### src/rtl/bist_pkg.sv
// rtl/bist_pkg.sv - shared states, tap constant, seeds and LFSR/MISR step functions for the multiplier BIST
package bist_pkg;

    typedef enum logic [2:0] {
        S_IDLE,
        S_SEED,
        S_RUN,
        S_DRAIN,
        S_CMP,
        S_DONE
    } bist_state_t;

    // Taps at bits 15, 13, 12, 10, shared by the pattern generator and the MISR
    localparam logic [15:0] TAPS          = 16'hB400;
    localparam logic [15:0] DEF_LFSR_SEED = 16'hACE1;
    localparam logic [15:0] DEF_MISR_SEED = 16'h0000;

    function automatic logic [15:0] lfsr_next(input logic [15:0] q);
        return {q[14:0], ^(q & TAPS)};
    endfunction

    function automatic logic [15:0] misr_next(input logic [15:0] m, input logic [15:0] d);
        return {m[14:0], ^(m & TAPS)} ^ d;
    endfunction

endpackage

### src/rtl/bist_misr.sv
// rtl/bist_misr.sv - 16-bit multiple-input signature register with synchronous load and enable
module bist_misr
    import bist_pkg::*;
#(
    parameter logic [15:0] SEED = DEF_MISR_SEED
) (
    input  logic        clk,
    input  logic        rst_n,
    input  logic        i_load,
    input  logic        i_en,
    input  logic [15:0] i_data,
    output logic [15:0] o_sig
);

    logic [15:0] r_sig;

    always_ff @(posedge clk or negedge rst_n) begin
        if (!rst_n) begin
            r_sig <= SEED;
        end else if (i_load) begin
            r_sig <= SEED;
        end else if (i_en) begin
            r_sig <= misr_next(r_sig, i_data);
        end
    end

    assign o_sig = r_sig;

endmodule

### src/rtl/bist_ctrl.sv
// rtl/bist_ctrl.sv - BIST sequencer: LFSR operands into the multiplier, MISR compaction, golden compare
module bist_ctrl
    import bist_pkg::*;
#(
    parameter int          WIDTH      = 8,
    parameter int          N_PAT      = 256,
    parameter int          MULT_LAT   = 0,
    parameter logic [15:0] LFSR_SEED  = DEF_LFSR_SEED,
    parameter logic [15:0] MISR_SEED  = DEF_MISR_SEED,
    parameter logic [15:0] GOLDEN_SIG = 16'h0000
) (
    input  logic                 clk,
    input  logic                 rst_n,
    input  logic                 start,
    input  logic                 abort,
    input  logic [WIDTH-1:0]     func_a,
    input  logic [WIDTH-1:0]     func_b,
    output logic [WIDTH-1:0]     mult_a,
    output logic [WIDTH-1:0]     mult_b,
    input  logic [2*WIDTH-1:0]   mult_p,
    output logic [2*WIDTH-1:0]   tp,
    output logic [2*WIDTH-1:0]   sig,
    output logic                 busy,
    output logic                 done,
    output logic                 pass
);

    generate
        if (WIDTH != 8) begin : g_chk_width
            $error("bist_ctrl: taps are fixed for a 16-bit LFSR/MISR, WIDTH must be 8");
        end
        if (N_PAT < 1 || N_PAT > 65535) begin : g_chk_npat
            $error("bist_ctrl: N_PAT must be in 1..65535");
        end
        if (MULT_LAT < 0 || MULT_LAT > 2) begin : g_chk_lat
            $error("bist_ctrl: MULT_LAT must be in 0..2");
        end
        if (LFSR_SEED == 16'h0000) begin : g_chk_seed
            $error("bist_ctrl: LFSR_SEED must be nonzero");
        end
    endgenerate

    bist_state_t        r_state;
    logic [2*WIDTH-1:0] r_lfsr;
    logic [15:0]        r_pat_cnt;
    logic [1:0]         r_drn;
    logic               r_busy;
    logic               r_done;
    logic               r_pass;
    logic               w_run;
    logic               w_vld;
    logic               w_misr_load;
    logic               w_misr_en;
    logic [2*WIDTH-1:0] w_sig;

    assign w_run       = (r_state == S_RUN);
    assign w_misr_load = (r_state == S_SEED);
    assign w_misr_en   = w_vld & ~abort;

    // Valid bit tracks each issued pattern through the multiplier pipeline
    generate
        if (MULT_LAT == 0) begin : g_vld_comb
            assign w_vld = w_run;
        end else begin : g_vld_pipe
            logic [MULT_LAT-1:0] r_vpipe;
            always_ff @(posedge clk or negedge rst_n) begin
                if (!rst_n) begin
                    r_vpipe <= '0;
                end else if (w_misr_load || abort) begin
                    r_vpipe <= '0;
                end else begin
                    r_vpipe <= (r_vpipe << 1) | MULT_LAT'(w_run);
                end
            end
            assign w_vld = r_vpipe[MULT_LAT-1];
        end
    endgenerate

    always_ff @(posedge clk or negedge rst_n) begin
        if (!rst_n) begin
            r_state   <= S_IDLE;
            r_lfsr    <= LFSR_SEED;
            r_pat_cnt <= '0;
            r_drn     <= '0;
            r_busy    <= 1'b0;
            r_done    <= 1'b0;
            r_pass    <= 1'b0;
        end else if (abort && r_busy) begin
            r_state <= S_IDLE;
            r_busy  <= 1'b0;
            r_done  <= 1'b0;
            r_pass  <= 1'b0;
        end else begin
            case (r_state)
                S_IDLE, S_DONE: begin
                    if (start) begin
                        r_state <= S_SEED;
                        r_busy  <= 1'b1;
                        r_done  <= 1'b0;
                    end
                end
                S_SEED: begin
                    r_lfsr    <= LFSR_SEED;
                    r_pat_cnt <= '0;
                    r_pass    <= 1'b0;
                    r_state   <= S_RUN;
                end
                S_RUN: begin
                    r_lfsr    <= lfsr_next(r_lfsr);
                    r_pat_cnt <= r_pat_cnt + 16'd1;
                    r_drn     <= '0;
                    if (r_pat_cnt == 16'(N_PAT - 1)) begin
                        r_state <= (MULT_LAT == 0) ? S_CMP : S_DRAIN;
                    end
                end
                S_DRAIN: begin
                    r_drn <= r_drn + 2'd1;
                    if (r_drn == 2'(MULT_LAT - 1)) begin
                        r_state <= S_CMP;
                    end
                end
                S_CMP: begin
                    r_pass  <= (w_sig == GOLDEN_SIG);
                    r_busy  <= 1'b0;
                    r_done  <= 1'b1;
                    r_state <= S_DONE;
                end
                default: r_state <= S_IDLE;
            endcase
        end
    end

    // Functional traffic passes through whenever no test is in flight
    always_comb begin
        mult_a = '0;
        mult_b = '0;
        case (r_state)
            S_IDLE, S_DONE: begin
                mult_a = func_a;
                mult_b = func_b;
            end
            S_RUN: begin
                mult_a = r_lfsr[2*WIDTH-1:WIDTH];
                mult_b = r_lfsr[WIDTH-1:0];
            end
            default: ;
        endcase
    end

    bist_misr #(
        .SEED (MISR_SEED)
    ) u_misr (
        .clk    (clk),
        .rst_n  (rst_n),
        .i_load (w_misr_load),
        .i_en   (w_misr_en),
        .i_data (mult_p),
        .o_sig  (w_sig)
    );

    assign tp   = r_lfsr;
    assign sig  = w_sig;
    assign busy = r_busy;
    assign done = r_done;
    assign pass = r_pass;

endmodule

### config.mk
export PLATFORM = sky130hd
export DESIGN_NAME = bist_ctrl
export DESIGN_NICKNAME = d
export VERILOG_FILES = /design/src/rtl/bist_pkg.sv /design/src/rtl/bist_misr.sv /design/src/rtl/bist_ctrl.sv
export SDC_FILE = /design/constraint.sdc
export NUM_CORES = 1
export LEC_CHECK = 0
export CELL_PAD_IN_SITES_DETAIL_PLACEMENT = 2
export CELL_PAD_IN_SITES_GLOBAL_PLACEMENT = 2
export CORE_MARGIN = 5
export CORE_UTILIZATION = 30
export DETAILED_ROUTE_END_ITERATION = 7
export GPL_TIMING_DRIVEN = 0
export PLACE_DENSITY = 0.88
export REMOVE_ABC_BUFFERS = 1
export SETUP_SLACK_MARGIN = 0.05
export SYNTH_ARGS = -nofsm -noshare
export SYNTH_HDL_FRONTEND = slang
export SYNTH_SLANG_ARGS = --single-unit
### constraint.sdc
create_clock -name clk -period 6.6 [get_ports clk]
set_input_delay 1.98 -clock clk [delete_from_list [all_inputs] [get_ports clk]]
set_output_delay 1.98 -clock clk [all_outputs]
set_load 0.005 [all_outputs]
==> Implementation_results.wiki, run 1 <==
{| class="wikitable"
! Metric !! Value
|-
| Chip height || 109 µm
|-
| Post-Synth Simple-Gate Area || 24.7%
|-
| Finish-stage setup viols || 0
|-
| DR pass1 iterations || 4
|-
| Standard cell core area || approximately 9600 µm²
|-
| Status || completed
|-
| Ratio of final minimum period to clock period || 76.8%
|-
| Area of the die || ~12000 µm²
|-
| Vias after detailed routing || 2695
|-
| Hold crit path type || flop to flop
|-
| Setup repair after global routing missed its margin || no
|-
| Number of global-route vias before repair || 3120
|-
| Aggregate global-route resource usage || about 17%
|-
| Post-synthesis cell area || between 2000 and 3000 µm²
|-
| I/O pin count || 87
|-
| Initial cell density of the core || a little under a third
|-
| Async SR Flop Fraction || 100%
|-
| Count of buffers added by post-CTS timing repair for setup || 0
|-
| Synth Register Bits || 56
|-
| Kind of start point of the critical path || input port
|-
| Synth Area in Compound Gates || 11.7%
|-
| Remaining max-slew budget at the tightest pin || between 20% and 30%
|-
| Synthesized area per cell || ~9.5 µm²
|-
| Cells on Worst Hold Path || 1
|-
| Average wire per standard cell || 18.0 µm
|-
| Clock insertion delay at the later pin of the skew report || around 0.32 ns
|-
| Post-route worst hold slack || ~0.5 ns
|-
| Antenna violations before repair || 0
|-
| Cts repair resizes || 0
|-
| CP arrival || a little over 3 ns
|-
| Post-route insts no fill || between 500 and 600
|-
| Total clock sinks || 56
|-
| Number of antenna repair diodes || 0
|-
| Xor-xnor portion of the synthesized cell area || 8.70%
|-
| Row count || 36
|-
| Warnings from Yosys || 0
|-
| Sequential fraction of the synthesis area || 48.3%
|-
| Final Hold Violating Endpoints || 0
|-
| Maximum vdd drop || approximately 0.00014 V
|-
| Routability congestion estimate || approximately 0.75
|-
| Most common cell after layout, fill and taps aside || clkdlybuf4s50_1
|-
| Via density || about 5.2
|-
| Final setup skew || 0.00925 ns
|-
| Mux contribution to synthesized area || between 2 and 2.5%
|-
| Detailed placer's ending HPWL || ~6900 µm
|-
| Largest fanout on the critical path || 1
|-
| Clock input transition at the sequential cells of the worst setup and hold paths || about 0.10 ns
|-
| Post-layout min period || 5.07 ns
|-
| Cells after Synth || 309
|-
| Count of flip-flops with a built-in enable after synthesis || 0
|-
| Leak Pwr || between 1.5 and 2 nW
|-
| Max-Cap Viols || 0
|-
| Level count of the clock H-tree || 2
|-
| Sort of element at the end of the critical path || output port
|-
| DIE WIDTH || about 110 µm
|-
| Largest net degree at the start of global routing || 39
|-
| Achievable clock frequency || around 0.20 GHz
|-
| Final nets || 426
|-
| Post-Route WL || 9360 µm
|-
| Clock tree root driver cell || clkbuf_8
|-
| Number of port buffers || between 80 and 90
|-
| Area grow syn2layout || 36.8%
|-
| GRT Residual Overflow || 0
|-
| Number of design-rule violations left by the first detailed-router iteration || 82
|-
| First-pass GRT wire length || 15700 µm
|-
| Fraction of the mapped netlist area in adder cells || approximately 1.3%
|-
| Final count of pins violating max slew || 0
|-
| Most used cells in the layout excluding fill and tap cells || clkdlybuf4s50_1, dfrtp_1, nand2_1
|-
| Worst Path Class, Setup || input port to output port
|-
| DRC errors left || 0
|-
| Number of buffers inserted for hold repair after clock tree synthesis || 0
|-
| Power, Total || around 1.5 mW
|-
| Most used flip-flop cell after synthesis || dfrtp_1
|-
| Number of clock buffers inserted by TritonCTS || 5
|-
| Placed instance count || a little over 500
|-
| Pwr per Cell Area || between 300 and 400 nW/µm²
|-
| CTS max path bufs || 2
|-
| Netlist cell types || slightly above 40
|-
| Antenna viol nets, final || 0
|-
| Transition time at the pin with the least slew margin || 1.17 ns
|-
| Worst R2R Path Depth || 4
|-
| Req. time, crit path || approximately 4.6 ns
|-
| Share of post-route cells with drive strength above 1 || ~6.4%
|-
| Clock tree from TritonCTS || yes
|-
| Final TNS setup || 0 ns
|-
| Largest family of logic cells by synthesized area || simple AND/OR/NAND/NOR gates
|}
[kinds of logic after synthesis]
family,count (synthesis)
flops,56
simple gates,143
xor+xnor,29
mux,6
compound gates,51
buf+inv,21
fa+ha+maj,3
[stage by stage]
stage	utilization [%]	worst slack (ns)	area (µm²)
detailed placement	40.5	1.53	3900
global placement	40.1	0.285	3860
global route	41.5	1.49	4000
CTS	41.5	1.52	4000
floorplan	-	2.00	2840
finish	41.5	1.53	4000
[registers in the layout, summed over array words and instances (netlist names)]
signal	cells
r_drn	2
busy	1
u_misr.o_sig	16
tp	16
pass	1
r_state	3
done	1
r_pat_cnt	16
[cells in the mapped netlist (2+ instances only)]
| library cell | number | area share [%] |
|---|---|---|
| nor2_1 | 22 | 2.8 |
| and4_1 | 2 | 0.60 |
| a22o_1 | 16 | 4.8 |
| nor4_1 | 5 | 1.1 |
| nand2b_1 | 8 | 1.7 |
| o21ai_0 | 21 | 3.6 |
| o31ai_1 | 2 | 0.51 |
| ha_1 | 3 | 1.3 |
| mux2i_1 | 6 | 2.1 |
| dfrtp_1 | 48 | 41 |
| buf_2 | 3 | 0.51 |
| o22a_1 | 2 | 0.60 |
| nor3b_1 | 2 | 0.51 |
| nand3_1 | 33 | 5.7 |
| inv_1 | 3 | 0.39 |
| nor2b_1 | 3 | 0.64 |
| nor3_1 | 9 | 1.5 |
| xor2_1 | 5 | 1.5 |
| nand4_1 | 5 | 1.1 |
| and3_1 | 3 | 0.64 |
| and2_1 | 2 | 0.43 |
| clkbuf_1 | 12 | 1.5 |
| nand3b_1 | 2 | 0.51 |
| a21oi_1 | 5 | 0.86 |
| xnor2_1 | 24 | 7.2 |
| dfstp_2 | 8 | 7.2 |
| nand2_1 | 40 | 5.1 |
| or3_1 | 2 | 0.43 |
[final cells by class]
type	count	area, µm²
Timing Repair Buffer	89	895
Clock buffer	6	82.6
Sequential cell	56	1410
Tap cell	133	166
Clock inverter	2	10.0
Inverter	3	11.3
Fill cell	1097	5640
Multi-Input combinational cell	232	1420
[power breakdown]
part	total, mW	switching (mW)	internal, mW
clock	0.200	0.116	0.0842
sequential	0.555	0.119	0.436
combinational	0.770	0.373	0.397
total	1.53	0.608	0.918
[worst paths after layout]
path / startpoint / to / slack, ns
max in group asynchronous: rst_n / tp[0] / 4.38
hold / removal: r_pat_cnt[15] / r_pat_cnt[15] / 0.49
hold reg to reg: r_pat_cnt[15] / r_pat_cnt[15] / 0.49
setup / recovery: func_a[5] / mult_a[5] / 1.53
setup reg to reg: r_state[0] / r_pat_cnt[11] / 4.27
min in group asynchronous: rst_n / tp[3] / 1.60
[critical path, stage by stage]
cell and delay [ns]:
clkdlybuf4s50_1 0.46, a22o_1 0.13, clkdlybuf4s50_1 0.52
[per-layer routing]
| metal | routed length, µm | up-vias | track usage [%] |
|---|---|---|---|
| met5 | 0 | - | 0 |
| met4 | 136 | 0 | 4.33 |
| met3 | 733 | 10 | 4.91 |
| met2 | 4540 | 97 | 29.3 |
| met1 | 3950 | 1357 | 19.7 |
| li1 | - | 1231 | - |
Note: power is estimated with default switching activity, not from simulation.
==> run 2, diff against run 1 <==
--- a/config.mk
+++ b/config.mk
@@ -8,10 +8,10 @@
 export CELL_PAD_IN_SITES_DETAIL_PLACEMENT = 2
 export CELL_PAD_IN_SITES_GLOBAL_PLACEMENT = 2
 export CORE_MARGIN = 5
-export CORE_UTILIZATION = 30
+export CORE_UTILIZATION = 28
 export DETAILED_ROUTE_END_ITERATION = 7
 export GPL_TIMING_DRIVEN = 0
-export PLACE_DENSITY = 0.88
+export PLACE_DENSITY = 0.83
 export REMOVE_ABC_BUFFERS = 1
 export SETUP_SLACK_MARGIN = 0.05
 export SYNTH_ARGS = -nofsm -noshare
==> constraint.sdc (replaced) <==
create_clock -name clk -period 5.23 [get_ports clk]
set_input_delay 1.569 -clock clk [delete_from_list [all_inputs] [get_ports clk]]
set_output_delay 1.569 -clock clk [all_outputs]
set_load 0.005 [all_outputs]
==> run 2 against run 1 <==
Combinational power rose by 27%. Flip-flop and latch count did not move. Wire length up 1.1%. Total power up 27%. Clock power rose by 26%. Sequential power increased by 26%. Global-route usage decreased by 1.2 points. Core utilization is 2.3 points lower. Critical path depth up 1. Critical path type is now flop to output port. Largest power group unchanged. Highest routed layer unchanged.
==> Implementation_results.wiki, run 2 (same netlist as run 1, synthesis figures left out) <==
{| class="wikitable"
! Metric !! Value
|-
| Status || completed
|-
| Vias after detailed routing || 2643 (-1.9%)
|-
| Area grow syn2layout || 37.0%
|-
| Number of antenna repair diodes || 0 (unchanged)
|-
| Startpoint of the worst register-to-register path || r_state[1]
|-
| Count of buffers added by post-CTS timing repair for setup || 0 (unchanged)
|-
| CP arrival || 2.75 ns (-0.34 ns)
|-
| Flop pwr share || 36.4% (about the same)
|-
| Standard cell core area || 10200 µm² (+6.1%)
|-
| Req. time, crit path || 3.66 ns (-0.96 ns)
|-
| Core Util, Final || 39.1% (-2.3 points)
|-
| Placed instance count || 516 (+0.58%)
|-
| Sort of element at the end of the critical path || output port
|-
| Final nets || 426 (unchanged)
|-
| Via density || 5.04 (-2.5%)
|-
| Pwr per Cell Area || 483 nW/µm² (+26%)
|-
| Share of post-route cells with drive strength above 1 || 5.93% (-0.52 points)
|-
| Start point of the worst min-delay path || tp[11]
|-
| Leak Pwr || 1.67 nW (-0.27%)
|-
| Cells on Worst Hold Path || 2 (+1)
|-
| Setup repair after global routing missed its margin || no
|-
| Worst R2R Path Depth || 5 (+1)
|-
| Number of buffers inserted for hold repair after clock tree synthesis || 0 (unchanged)
|-
| Total clock sinks || 56 (unchanged)
|-
| Kind of start point of the critical path || flop
|-
| Post-route insts no fill || 524 (+0.58%)
|-
| Maximum vdd drop || 0.000134 V (-3.0%)
|-
| Routability congestion estimate || 0.745 (-1.0%)
|-
| Post-layout min period || between 4 and 5 ns
|-
| Remaining max-slew budget at the tightest pin || 22.8% (+1.2 points)
|-
| Cell internal power dissipation || 1.16 mW (+27%)
|-
| Most common cell after layout, fill and taps aside || clkdlybuf4s50_1
|-
| Cts repair resizes || 0 (unchanged)
|-
| Row count || 37 (+2.8%)
|-
| Clock tree root driver cell || clkbuf_8
|-
| Hold Crit Endpoint || tp[11]
|-
| Most used cells in the layout excluding fill and tap cells || clkdlybuf4s50_1, dfrtp_1, nand2_1
|-
| Switching power total || 768 µW (+26%)
|-
| CTS max path bufs || 2 (unchanged)
|-
| Largest fanout on the critical path || 16 (+15)
|-
| Post-route worst hold slack || 0.497 ns (+0.00647 ns)
|-
| DIE WIDTH || 112 µm (+3.2%)
|-
| Clock input transition at the sequential cells of the worst setup and hold paths || 0.10 ns (about the same)
|-
| Largest net degree at the start of global routing || 39 (unchanged)
|-
| Area of the die || 12600 µm² (+6.5%)
|-
| FF-to-FF setup slack || 2.81 ns (-1.46 ns)
|-
| First-pass GRT wire length || 16100 µm (+2.0%)
|-
| Final setup skew || 0.00554 ns (-0.00371 ns)
|-
| Number of clock buffers inserted by TritonCTS || 5 (unchanged)
|-
| Average wire per standard cell || 18.0 µm (+0.48%)
|-
| Antenna violations before repair || 0 (unchanged)
|-
| DR pass1 iterations || 4 (unchanged)
|-
| R2R Path End || u_misr.o_sig[10]
|-
| DRC errors left || 0 (unchanged)
|-
| Worst Path Class, Setup || flop to output port
|-
| Number of design-rule violations left by the first detailed-router iteration || 97 (+18%)
|-
| Antenna viol nets, final || 0 (unchanged)
|-
| Ratio of final minimum period to clock period || around 83%
|-
| Chip height || 112 µm (+3.2%)
|-
| Max-Cap Viols || 0 (unchanged)
|-
| Aggregate global-route resource usage || 15.5% (-1.2 points)
|-
| Clock insertion delay at the later pin of the skew report || 0.31 ns (about the same)
|-
| Final count of pins violating max slew || 0 (unchanged)
|-
| Clock Power Share || 13.0% (about the same)
|-
| Initial cell density of the core || 28.5% (-1.8 points)
|-
| Combinational Power Share || 50.6% (about the same)
|-
| Switching Fraction || 39.8% (-0.059 points)
|-
| Final Hold Violating Endpoints || 0 (unchanged)
|-
| Achievable clock frequency || 0.232 GHz
|-
| Hold crit path type || flop to flop
|-
| Clock tree from TritonCTS || yes
|-
| Transition time at the pin with the least slew margin || 1.15 ns (-0.0176 ns)
|-
| Post-Route WL || 9460 µm (+1.1%)
|-
| Number of port buffers || 86 (unchanged)
|-
| Level count of the clock H-tree || 2 (unchanged)
|-
| GRT Residual Overflow || 0 (unchanged)
|-
| Finish-stage setup viols || 0 (unchanged)
|-
| Number of global-route vias before repair || 3085 (-1.1%)
|-
| I/O pin count || 87 (unchanged)
|-
| Detailed placer's ending HPWL || 7140 µm (+3.1%)
|}
## run 2: cell count changes in the layout (fill, tap and decap cells not counted)
cell	before	now
clkinv_2	2	0
buf_6	1	2
clkbuf_1	0	2
buf_4	1	0
## run 2: worst max-delay path, stage by stage, from the launching register on
cell and delay (ns):
dfrtp_1 0.55, xor2_1 0.24, nor2_1 0.83, a22o_1 0.26, clkdlybuf4s50_1 0.53
## run 2: metrics by stage
step	power, mW	area [µm²]	setup TNS, ns	setup WS (ns)
2_1_floorplan	1.15	2840	0	1.04
3_3_place_gp	1.63	3870	-15.49	-0.702
3_5_place_dp	1.71	3910	0	0.911
4_1_cts	1.97	4000	0	0.869
5_1_grt	2.10	4000	0	0.691
6_report	1.93	4000	0	0.915
## run 2: power by group through the flow
stage	sequential, mW	combinational [mW]	clock (mW)
final	0.702	0.977	0.252
after global routing	0.727	1.09	0.278
after CTS	0.707	1.00	0.263
after detailed placement	0.713	0.999	0
after global placement	0.698	0.932	0
after floorplan	0.671	0.481	0
## run 2: worst max-delay path by stage
| stage | start | endpoint |
|---|---|---|
| detailed placement | func_a[4] | mult_a[4] |
| finish | r_state[0] | mult_b[3] |
| global placement | r_state[0] | mult_a[3] |
| CTS | r_state[0] | mult_a[4] |
| global route | r_state[0] | mult_b[3] |
| floorplan | r_state[0] | mult_a[0] |
## run 2: routing by layer
layer | vias up | track usage (%) | part of all wire (%)
li1 | 1233 | - | -
met1 | 1311 | 18.8 | 43
met2 | 92 | 26.7 | 48
met3 | 7 | 5.34 | 7.7
met4 | 0 | 2.96 | 1.1
met5 | - | 0 | 0
## run 2: layout make-up
| cell class | instances | area, µm² |
|---|---|---|
| Fill cell | 1116 | 6230 |
| Multi-Input combinational cell | 232 | 1420 |
| Sequential cell | 56 | 1410 |
| Timing Repair Buffer | 89 | 898 |
| Tap cell | 136 | 170 |
| Clock buffer | 8 | 90.1 |
| Inverter | 3 | 11.3 |
